<file path="src/rtl/wisc_pkg.sv">
// Shared constants for the 16-bit WISC pipeline front end.
package wisc_pkg;
    localparam int          INSTR_W   = 16;
    localparam logic [15:0] NOP_INSTR = 16'h0800;
    localparam logic [4:0]  HALT_OPC  = 5'b00000;
    localparam logic [15:0] PC_STEP   = 16'd2;
endpackage

</file>
<file path="src/rtl/if_id_fifo_ctrl.sv">
// Pointer and occupancy control for the IF/ID queue; flush outranks enqueue/dequeue.
module if_id_fifo_ctrl #(
    parameter  int DEPTH = 2,
    localparam int PTR_W = $clog2(DEPTH),
    localparam int CNT_W = $clog2(DEPTH + 1)
) (
    input  logic             clk,
    input  logic             rst,
    input  logic             enq,
    input  logic             deq,
    input  logic             flush,
    output logic [PTR_W-1:0] head,
    output logic [PTR_W-1:0] tail,
    output logic [CNT_W-1:0] count,
    output logic             full,
    output logic             empty
);
    logic enq_ok;
    logic deq_ok;

    assign full   = (count == CNT_W'(DEPTH));
    assign empty  = (count == '0);
    assign enq_ok = enq && !full;
    assign deq_ok = deq && !empty;

    // NOTE: sequential state uses non-blocking assignments so every register samples pre-edge values.
    always_ff @(posedge clk or posedge rst) begin
        if (rst) begin
            head  <= '0;
            tail  <= '0;
            count <= '0;
        end else if (flush) begin
            head  <= '0;
            tail  <= '0;
            count <= '0;
        end else begin
            if (enq_ok) tail <= tail + PTR_W'(1);
            if (deq_ok) head <= head + PTR_W'(1);
            case ({enq_ok, deq_ok})
                2'b10:   count <= count + CNT_W'(1);
                2'b01:   count <= count - CNT_W'(1);
                default: count <= count;
            endcase
        end
    end
endmodule

</file>
<file path="src/rtl/if_id_queue.sv">
// IF/ID decoupling FIFO: buffers fetched instr/pc/pc+2, presents the head to decode,
// and blocks fetch once a HALT has been accepted until the next flush.
module if_id_queue
    import wisc_pkg::*;
#(
    parameter  int DEPTH   = 2,
    parameter  int INSTR_W = wisc_pkg::INSTR_W,
    localparam int PTR_W   = $clog2(DEPTH),
    localparam int CNT_W   = $clog2(DEPTH + 1)
) (
    input  logic               clk,
    input  logic               rst,
    input  logic               if_valid,
    input  logic [INSTR_W-1:0] if_instr,
    input  logic [INSTR_W-1:0] if_pc,
    output logic               if_ready,
    output logic               id_valid,
    input  logic               id_ready,
    output logic [INSTR_W-1:0] id_instr,
    output logic [INSTR_W-1:0] id_pc,
    output logic [INSTR_W-1:0] id_pc_inc,
    input  logic               flush,
    output logic               halt_seen,
    output logic [CNT_W-1:0]   count
);
    logic [INSTR_W-1:0] instr_mem  [DEPTH];
    logic [INSTR_W-1:0] pc_mem     [DEPTH];
    logic [INSTR_W-1:0] pc_inc_mem [DEPTH];

    logic [PTR_W-1:0] head;
    logic [PTR_W-1:0] tail;
    logic             full;
    logic             empty;
    logic             enq;
    logic             deq;

    assign if_ready = !full && !halt_seen;
    assign id_valid = !empty;
    assign enq      = if_valid && if_ready;
    assign deq      = id_valid && id_ready;

    if_id_fifo_ctrl #(.DEPTH(DEPTH)) u_ctrl (
        .clk   (clk),
        .rst   (rst),
        .enq   (enq),
        .deq   (deq),
        .flush (flush),
        .head  (head),
        .tail  (tail),
        .count (count),
        .full  (full),
        .empty (empty)
    );

    // NOTE: entry storage is deliberately not reset; the output mux hides stale data while empty.
    always_ff @(posedge clk) begin
        if (enq && !flush) begin
            instr_mem[tail]  <= if_instr;
            pc_mem[tail]     <= if_pc;
            pc_inc_mem[tail] <= if_pc + INSTR_W'(PC_STEP);
        end
    end

    // Sticky until flush: the HALT itself still drains to decode normally.
    always_ff @(posedge clk or posedge rst) begin
        if (rst) begin
            halt_seen <= 1'b0;
        end else if (flush) begin
            halt_seen <= 1'b0;
        end else if (enq && (if_instr[INSTR_W-1 -: 5] == HALT_OPC)) begin
            halt_seen <= 1'b1;
        end
    end

    // NOTE: every output gets a default first so this block can never infer a latch.
    always_comb begin
        id_instr  = INSTR_W'(NOP_INSTR);
        id_pc     = '0;
        id_pc_inc = '0;
        if (!empty) begin
            id_instr  = instr_mem[head];
            id_pc     = pc_mem[head];
            id_pc_inc = pc_inc_mem[head];
        end
    end
endmodule

</file>
<file path="config.mk">
export PLATFORM = sky130hd
export DESIGN_NAME = if_id_queue
export DESIGN_NICKNAME = d
export VERILOG_FILES = /design/src/rtl/wisc_pkg.sv /design/src/rtl/if_id_fifo_ctrl.sv /design/src/rtl/if_id_queue.sv
export SDC_FILE = /design/constraint.sdc
export NUM_CORES = 1
export LEC_CHECK = 0
export CORE_ASPECT_RATIO = 0.7
export CORE_MARGIN = 5
export CORE_UTILIZATION = 41
export CTS_CLUSTER_DIAMETER = 100
export CTS_CLUSTER_SIZE = 24
export DETAILED_ROUTE_END_ITERATION = 10
export GPL_TIMING_DRIVEN = 1
export PLACE_DENSITY = 0.67
export SLEW_MARGIN = 20
export SYNTH_ARGS = -nofsm -noshare
export SYNTH_HDL_FRONTEND = slang
export SYNTH_HIERARCHICAL = 1
export SYNTH_SLANG_ARGS = --single-unit
</file>
<file path="constraint.sdc">
create_clock -name clk -period 8.4 [get_ports clk]
set_clock_uncertainty 0.05 [all_clocks]
set_input_delay 1.68 -clock clk [delete_from_list [all_inputs] [get_ports clk]]
set_output_delay 1.68 -clock clk [all_outputs]
set_load 0.01 [all_outputs]
</file>
Word-level counts from Yosys, hierarchy flattened --
Memory sizes are Yosys's and may differ from the RTL's. Index checks and enable logic that the tools add are counted.
Word-level totals: flip-flop bits (word level) 5, memory bits (writable) 96, output and inout port bits 53, word-level logic and storage cells 45, memories kept 3
Operators by class: add/subtract/negate cells 5, eq/ne operators 3, muxes and demuxes 13, reductions and logical operators 17
Memories:
- instr_mem | words 2, bits a word 16, read ports 1, clocked after memory_dff 0, wr ports 1, RTL line if_id_queue.sv:26 | logic [INSTR_W-1:0] instr_mem [DEPTH];
- pc_inc_mem | words 2, bits a word 16, read ports 1, clocked after memory_dff 0, wr ports 1, RTL line if_id_queue.sv:28 | logic [INSTR_W-1:0] pc_inc_mem [DEPTH];
- pc_mem | words 2, bits a word 16, read ports 1, clocked after memory_dff 0, wr ports 1, RTL line if_id_queue.sv:27 | logic [INSTR_W-1:0] pc_mem [DEPTH];
Operators with widths (count):
- two-way mux 16 bit | 3
- adder 16 x 2 -> 16 bit, second input constant | 1
- two-way mux 1 bit | 8
- logical AND 1 bit | 7
- nonzero test 2 bit | 3
- zero test 5 bit | 1
- equality test 2 bit, second input constant | 2
- zero test 1 bit | 4
- one-hot mux 2 bit (2 select lines) | 1
- nonzero test 3 bit | 1
- adder 1 bit, second input constant | 2
- adder 2 x 1 -> 2 bit, second input constant | 1
- equality test 2 x 1 -> 1 bit, second input constant | 1
- zero test 2 bit | 1
- two-way mux 2 bit | 1
- subtractor 2 x 1 -> 2 bit, second input constant | 1

Depth between registers and ports, before layout --
Gate-level depths: netlist of run 1.
depth in word-level cells 8, mapped depth 6, gate-level depth less buffers 6

By module --
Netlist of run 1, hierarchy kept.
By module, submodules not included:
- if_id_queue | instances 1, cells an instance 250, area an instance 3893.7 um2
- if_id_fifo_ctrl | instances 1, cells an instance 23, area an instance 222.7 um2

Least setup slack after synthesis of run 1 --
No wires, ideal clock.
path type input-to-reg, start point input port if_valid, end point memory instr_mem[1][0] (enable), data arrival time 6.666 ns, required time 7.763 ns, setup slack 1.097 ns, stages on the path 2, path through nand2b_1 > nor4b_1
Between the ends: longest elaborated chain between the ends 4
RTL lines:
- start, declared | RTL line if_id_queue.sv:13 | input logic if_valid,
- logical AND 1 bit | RTL line if_id_queue.sv:39 | assign enq = if_valid && if_ready;
- logical AND 1 bit | RTL line if_id_queue.sv:57 | if (enq && !flush) begin
- two-way mux 1 bit | RTL line if_id_queue.sv:57
- two-way mux 1 bit (implied by the code) | RTL line if_id_queue.sv:58 | instr_mem[tail] <= if_instr;
- end, declared | RTL line if_id_queue.sv:26
Every way passes these cells.

Worst setup path after layout of run 1 --
start point register u_ctrl.head, end point output port id_pc[4]
Between the ends: longest elaborated chain between the ends 2
RTL lines:
- start, declared | RTL line if_id_fifo_ctrl.sv:12 | output logic [PTR_W-1:0] head,
- start signal, assigned | RTL line if_id_fifo_ctrl.sv:38 | if (deq_ok) head <= head + PTR_W'(1);
- memory (2 x 16 bit)
- two-way mux 16 bit | RTL line if_id_queue.sv:80 | if (!empty) begin
- end, declared | RTL line if_id_queue.sv:20 | output logic [INSTR_W-1:0] id_pc,
Every way passes these cells.

==> flow_summary.rst, run 1 <==
.. list-table::
   :header-rows: 1

   * - Metric
     - Value
   * - Final cycle utilization of the critical path
     - 51.0%
   * - Xor and xnor area share after synthesis
     - 2.98%
   * - # resized after CTS
     - 0
   * - CTS Buf Count
     - 9
   * - Slowest stage cell on the critical path
     - sky130_fd_sc_hd__dfrtp_2
   * - Fraction of synthesized area in multiplexers
     - approximately an eighth
   * - Hold violation count in the final report
     - 0
   * - Biggest area consumer among synthesized cells
     - sky130_fd_sc_hd__edfxtp_1
   * - Area Growth Syn to Fin
     - 33.2%
   * - Top-area cell type share of the netlist area
     - 68.6%
   * - Number of search-and-repair iterations in the first detailed-routing pass
     - 4
   * - Data arrival at the endpoint of the critical path
     - 2550 ps
   * - DRT antenna net count
     - 0
   * - Area share of fa/ha/maj cells after synthesis
     - 0.304%
   * - Ranking of synthesized cells by area
     - sky130_fd_sc_hd__edfxtp_1 (69%), sky130_fd_sc_hd__mux2i_1 (12%), sky130_fd_sc_hd__nor2_1 (4.7%)
   * - Final nets
     - 404
   * - DRT Wirelength
     - 8330 microns
   * - Area of the placeable core
     - 9760 sq um
   * - Y dimension of the die
     - 93.8 microns
   * - Slew Limit Fails
     - 0
   * - Reg2Reg Depth
     - 4
   * - Type of the most critical hold path
     - flip-flop to flip-flop
   * - Total via count in the routed design
     - 2,497
   * - Global route overflow
     - 0
   * - Layout cell share with drive strength beyond 1
     - between 7 and 8%
   * - Count of buffers from port buffering
     - 89
   * - DRC violations left
     - 0
   * - Via-per-instance ratio
     - 5.00
   * - Most used cells in the layout excluding fill and tap cells
     - sky130_fd_sc_hd__edfxtp_1 (94), sky130_fd_sc_hd__clkdlybuf4s50_1 (89), sky130_fd_sc_hd__nor2_1 (50)
   * - Cells after synthesis
     - 273
   * - Setup tns final
     - 0 ps
   * - Hold Path End
     - u_ctrl/tail
   * - Pin count of the biggest net entering global routing
     - 49
   * - Async set-reset flop share out of synthesis
     - 5.05%
   * - Global-route wire length before repair
     - 13,000 microns
   * - Dominant combinational cell family by area after synthesis
     - multiplexers
   * - Gr usage total
     - between 10 and 15%
   * - Count of flip-flops with a built-in enable after synthesis
     - 94
   * - Required time of the worst setup path
     - 6670 ps
   * - Register-to-register setup slack
     - 6250 ps
   * - Hold Crit Depth
     - 2
   * - Setup repair after global routing missed its margin
     - false
   * - Worst-case setup slack after placement
     - 4450 ps
   * - CTS Root Cell
     - sky130_fd_sc_hd__clkbuf_16
   * - Worst-margin pin slew
     - 683 ps
   * - Reported leakage power
     - 0.00178 uW
   * - Starting density of the core
     - roughly 42%
   * - Most common cell after layout, fill and taps aside
     - sky130_fd_sc_hd__edfxtp_1
   * - Synth warnings
     - 6
   * - Outcome
     - completed
   * - Htree depth
     - 3
   * - Maximum buffer depth of the clock tree
     - 2
   * - F_max
     - 0.234 GHz
   * - Post-route setup slack
     - 4120 ps
   * - Clk Latency, worst-skew pair
     - 340 ps
   * - CTS tree
     - done
   * - Distinct cell type count after synthesis
     - 32
   * - Endpoint of the worst register-to-register path
     - pc_mem[1][4]
   * - Number of antenna violations at the first check in global routing
     - 0
   * - Average cell area after synthesis
     - about 15 sq um
   * - Post-Syn Nets
     - 311
   * - Portion of the post-synthesis area used by sequential elements
     - 71.6%
   * - Floorplan die width
     - 130 microns
   * - Number of violations of the max-capacitance limit
     - 0
   * - Share of the synthesized area in compound gates (AO/OA/AOI/OAI)
     - around 1.2%
   * - Floorplan die area
     - 12,200 sq um
   * - Site Rows
     - 30
   * - Crit Reg-Reg Startpoint
     - u_ctrl/count[1]
   * - Clock transition at the registers of the reported paths
     - approximately 70 ps
   * - CP cell instances
     - buf_4, mux2i_1, nor2_1, clkdlybuf4s50_1
   * - 1st-iter DRT viols
     - 100
   * - Top flip-flop cell by instance count after synthesis
     - sky130_fd_sc_hd__edfxtp_1
   * - Category of the most critical setup path
     - flip-flop to output port
   * - Kind of end point of the critical path
     - output port
   * - Post-synthesis instance area
     - 4120 sq um
   * - Hold slack final
     - 579 ps
   * - Simple-gate share of the synthesized area
     - 10.2%
   * - Half-perimeter wire length after placement
     - 5410 microns
   * - Setup fix buffers added after clock tree synthesis
     - 0
   * - Number of top-level design ports
     - 90
   * - Max_slew headroom
     - 54.5%
   * - Power Dens Cells
     - between 200 and 250 nW/um^2
   * - Startpoint types
     - flip-flop
   * - Largest stage delay on the critical path
     - approximately 800 ps
   * - Critical hold path startpoint
     - u_ctrl/tail
   * - Antenna diode count
     - 0
   * - Wirelength per Cell
     - 16.7 microns
   * - Max FO, Critical Path
     - 25
   * - Final min period
     - 4280 ps
   * - GPL Wtd Cong
     - 0.739
   * - FF+latch count, synth
     - 99
   * - Worst IR drop on VDD
     - between 0.1 and 0.15 mV
   * - Via count of the first global-routing pass
     - 2,470
   * - Number of clock sinks
     - 99
   * - Final Setup Violations
     - 0
   * - Hold buffers post-CTS
     - 0
   * - Number of filler cells placed in the layout
     - 791
==> registers in the layout, indices dropped and copies added (netlist names) <==
name / cells
instr_mem: 32
u_ctrl/count: 2
halt_seen: 1
u_ctrl/head: 1
u_ctrl/tail: 1
pc_inc_mem: 31
pc_mem: 31
==> synthesized netlist by cell type (2+ instances only) <==
| cell type | number |
|---|---|
| sky130_fd_sc_hd__xnor2_1 | 7 |
| sky130_fd_sc_hd__nand3_1 | 6 |
| sky130_fd_sc_hd__xor2_1 | 7 |
| sky130_fd_sc_hd__dfrtp_1 | 5 |
| sky130_fd_sc_hd__nor4_1 | 6 |
| sky130_fd_sc_hd__o21ai_0 | 2 |
| sky130_fd_sc_hd__buf_4 | 4 |
| sky130_fd_sc_hd__nor3_1 | 2 |
| sky130_fd_sc_hd__inv_1 | 7 |
| sky130_fd_sc_hd__nor4b_1 | 2 |
| sky130_fd_sc_hd__mux2i_1 | 48 |
| sky130_fd_sc_hd__nand2_1 | 4 |
| sky130_fd_sc_hd__nand4_1 | 2 |
| sky130_fd_sc_hd__a21oi_1 | 5 |
| sky130_fd_sc_hd__edfxtp_1 | 94 |
| sky130_fd_sc_hd__clkbuf_1 | 5 |
| sky130_fd_sc_hd__nor2_1 | 51 |
| sky130_fd_sc_hd__buf_2 | 2 |
==> critical path, delay by kind of cell (launching register included) <==
kind | cells | cell delay [ps]
buf+inv | 2 | 1090
flops | 1 | 810
mux | 1 | 140
simple gates | 1 | 160
==> area by class of cell <==
| cell class | count | area (sq um) | share of cell area [%] |
|---|---|---|---|
| flip-flops and latches | 99 | 2950 | 53.8 |
| well taps | 128 | 160 | 2.92 |
| multi-input cells | 156 | 1100 | 20.1 |
| clock buffers | 9 | 225 | 4.11 |
| repair buffers | 93 | 941 | 17.2 |
| clock inverters | 7 | 76.3 | 1.39 |
| inverters | 7 | 26.3 | 0.479 |
==> cell families after synthesis <==
logic type / after synthesis
simple gates: 84
compound gates: 9
flops: 99
buf+inv: 18
fa+ha+maj: 1
mux: 48
xor+xnor: 14
==> metal layers <==
metal	vias up	share of wire (%)	GRT usage, %
li1	1187	-	-
met1	1198	46	19.3
met2	102	45	21.3
met3	10	8.3	5.34
met4	0	0.94	3.63
met5	-	0	0
==> power breakdown <==
part,internal [uW],switching [uW],total [uW]
sequential,567,12.1,579
combinational,100,93.9,194
clock,233,176,408
==> worst max path at each step <==
stage	start	to	slack, ps	depth (start not counted)
after floorplan	if_valid	instr_mem[1][0]	1100	2
after global placement	u_ctrl/head	id_pc[4]	4430	4
after detailed placement	u_ctrl/count[0]	id_instr[11]	4450	4
after CTS	u_ctrl/head	id_pc[8]	4070	4
after global routing	u_ctrl/head	id_pc_inc[0]	3960	4
final	u_ctrl/head	id_pc[4]	4120	4
==> through the flow <==
stage               area, sq um  util, %  cells  total power (uW)
finish                     5480     56.2    499              1180
global route               5480     56.2    499              1230
CTS                        5450     55.9    498              1190
detailed placement         5150     52.8    482               781
global placement           5150     52.8    482               779
floorplan                  4120        -    273               676
No activity file was read; power rests on OpenSTA's default activity.
==> run 2: changes to the inputs <==
- clock period: 8.4 -> 4.1 ns (I/O delays scaled with it)
==> flow_summary.rst, run 2 (synthesized netlist as in run 1, its figures left out) <==
.. list-table::
   :header-rows: 1

   * - Metric
     - Value
   * - Number of filler cells placed in the layout
     - 812 (was 791)
   * - Kind of end point of the critical path
     - output port (unchanged)
   * - Hold buffers post-CTS
     - 0 (unchanged)
   * - CTS Root Cell
     - sky130_fd_sc_hd__clkbuf_16 (unchanged)
   * - Y dimension of the die
     - 93.8 microns (unchanged)
   * - Number of antenna violations at the first check in global routing
     - 0 (unchanged)
   * - Maximum buffer depth of the clock tree
     - 2 (unchanged)
   * - Worst IR drop on VDD
     - 0.342 mV (was 0.109 mV)
   * - Final min period
     - 3190 ps
   * - Clock transition at the registers of the reported paths
     - 60 ps (was 70 ps)
   * - F_max
     - around 0.31 GHz
   * - Floorplan die width
     - 130 microns (unchanged)
   * - Worst-margin pin slew
     - 630 ps (was 683 ps)
   * - Type of the most critical hold path
     - flip-flop to flip-flop (unchanged)
   * - Wirelength per Cell
     - 16.6 microns (was 16.7 microns)
   * - Final Setup Violations
     - 0 (unchanged)
   * - DRT Wirelength
     - 8300 microns (was 8330 microns)
   * - DRT antenna net count
     - 0 (unchanged)
   * - # resized after CTS
     - 0 (unchanged)
   * - Final cycle utilization of the critical path
     - about 78%
   * - Most common cell after layout, fill and taps aside
     - sky130_fd_sc_hd__edfxtp_1 (unchanged)
   * - Site Rows
     - 30 (unchanged)
   * - Register with the most flip-flops
     - instr_mem (unchanged)
   * - Largest stage delay on the critical path
     - 520 ps (was 810 ps)
   * - Worst-case setup slack after placement
     - 1220 ps (was 4450 ps)
   * - Global-route track usage on met1
     - 19.3% (about the same)
   * - Power Dens Cells
     - 455 nW/um^2 (was 216 nW/um^2)
   * - Startpoint types
     - flip-flop (unchanged)
   * - Area of the multi-input gates
     - 1120 sq um (was 1100 sq um)
   * - Starting density of the core
     - 42.2% (unchanged)
   * - Count of buffers from port buffering
     - 89 (unchanged)
   * - Global-route wire length before repair
     - 12,800 microns (was 13,000 microns)
   * - Number of clock sinks
     - 99 (unchanged)
   * - Outcome
     - completed (unchanged)
   * - Global route overflow
     - 0 (unchanged)
   * - Data arrival at the endpoint of the critical path
     - 2320 ps (was 2550 ps)
   * - 1st-iter DRT viols
     - 128 (was 100)
   * - Floorplan die area
     - 12,200 sq um (unchanged)
   * - Setup repair after global routing missed its margin
     - false (unchanged)
   * - Slew Limit Fails
     - 0 (unchanged)
   * - Post-route setup slack
     - 907 ps (was 4120 ps)
   * - Clk Latency, worst-skew pair
     - 340 ps (about the same)
   * - Area of the placeable core
     - 9760 sq um (unchanged)
   * - Reported leakage power
     - 0.00180 uW (was 0.00178 uW)
   * - Total via count in the routed design
     - 2,430 (was 2,497)
   * - Number of violations of the max-capacitance limit
     - 0 (unchanged)
   * - Sequential cell area
     - 2950 sq um (unchanged)
   * - Via-per-instance ratio
     - 4.87 (was 5.00)
   * - Max_slew headroom
     - 58.0% (was 54.5%)
   * - Required time of the worst setup path
     - 3230 ps (was 6670 ps)
   * - Number of top-level design ports
     - 90 (unchanged)
   * - Number of search-and-repair iterations in the first detailed-routing pass
     - 4 (unchanged)
   * - Area after DPL
     - 5190 sq um (was 5150 sq um)
   * - Antenna diode count
     - 0 (unchanged)
   * - Gr usage total
     - 14.1% (about the same)
   * - CP cell instances
     - nor2_4, buf_4, inv_1, nand2_1, clkdlybuf4s50_1 (was buf_4, mux2i_1, nor2_1, clkdlybuf4s50_1)
   * - Category of the most critical setup path
     - flip-flop to output port (unchanged)
   * - CTS Buf Count
     - 9 (unchanged)
   * - DRC violations left
     - 0 (unchanged)
   * - Largest delay contributor family on the critical path
     - buffers and inverters (unchanged)
   * - Overall Power
     - 2510 uW (was 1180 uW)
   * - Half-perimeter wire length after placement
     - 5520 microns (was 5410 microns)
   * - Htree depth
     - 3 (unchanged)
   * - Post-route standard cell area excluding fillers
     - 5530 sq um (was 5480 sq um)
   * - GPL Wtd Cong
     - 0.775 (was 0.739)
   * - GR met3 Demand/Resource
     - 5.57% (was 5.34%)
   * - Max reg flops
     - 32 (unchanged)
   * - Final nets
     - 404 (unchanged)
   * - Area Growth Syn to Fin
     - 34.3% (was 33.2%)
   * - Largest regs
     - instr_mem: 32 flops, pc_inc_mem: 31 flops, pc_mem: 31 flops (unchanged)
   * - Via count of the first global-routing pass
     - 2,423 (was 2,470)
   * - CTS tree
     - done (unchanged)
   * - Hold violation count in the final report
     - 0 (unchanged)
   * - Layout cell share with drive strength beyond 1
     - 7.55% (was 7.82%)
   * - Setup fix buffers added after clock tree synthesis
     - 0 (unchanged)
   * - Max FO, Critical Path
     - 32 (was 25)
   * - Most used cells in the layout excluding fill and tap cells
     - sky130_fd_sc_hd__edfxtp_1 (94), sky130_fd_sc_hd__clkdlybuf4s50_1 (89), sky130_fd_sc_hd__nor2_1 (50) (unchanged)
   * - Met2 routing resource usage after global routing
     - 21.0% (was 21.3%)
   * - Slowest stage cell on the critical path
     - sky130_fd_sc_hd__clkdlybuf4s50_1 (was sky130_fd_sc_hd__dfrtp_2)
   * - Most Crowded Layer GR
     - met2 (unchanged)
   * - Sum of buffers and inverters on the critical path
     - 3 (was 2)
   * - Pin count of the biggest net entering global routing
     - 48 (was 49)
-- run 2: tightest hold or removal path: stages (launching register included) --
cell and delay, ps:
sky130_fd_sc_hd__dfrtp_1 430, sky130_fd_sc_hd__o21ai_0 100, sky130_fd_sc_hd__a21oi_1 60
-- run 2: metal layers --
layer  wire (microns)  part of all wire [%]  vias to the layer above
met3              555                   6.7                        8
met5                0                     0                        -
met2             3620                    44                       72
met4               96                   1.2                        0
li1                 -                     -                     1196
met1             4020                    48                     1154
-- run 2: area by class of cell --
class / count / area share, %
Clock inverter: 6 / 2.01
Tap cell: 128 / 2.90
Multi-Input combinational cell: 156 / 20.3
Clock buffer: 10 / 4.14
Inverter: 7 / 0.475
Timing Repair Buffer: 93 / 16.9
Sequential cell: 99 / 53.3
-- run 2: through the flow --
step | TNS, ps | hold slack, ps | util, % | std cells
after floorplan | -596 | 465 | - | 273
final | 0 | 581 | 56.7 | 499
after detailed placement | 0 | 573 | 53.2 | 483
after CTS | 0 | 579 | 56.7 | 499
after global routing | 0 | 611 | 56.7 | 499
after global placement | 0 | 549 | 53.2 | 483
-- run 2: worst paths after layout --
kind                                      start            to  slack [ps]  cells past startpoint
worst max-delay path            u_ctrl/count[0]  id_instr[11]         910                      5
worst min-delay path                u_ctrl/tail   u_ctrl/tail         580                      2
worst max register to register  u_ctrl/count[1]  pc_mem[1][6]        1930                      4
worst min register to register      u_ctrl/tail   u_ctrl/tail         580                      2
max in group asynchronous                   rst   u_ctrl/head        3170                      2
min in group asynchronous                   rst     halt_seen         590                      2
-- run 2: report_power, final --
group | switching [uW] | leakage, uW | internal, uW
logic | 196 | 0.000703 | 200
clock network | 338 | 0.000165 | 597
registers | 21.7 | 0.000928 | 1160
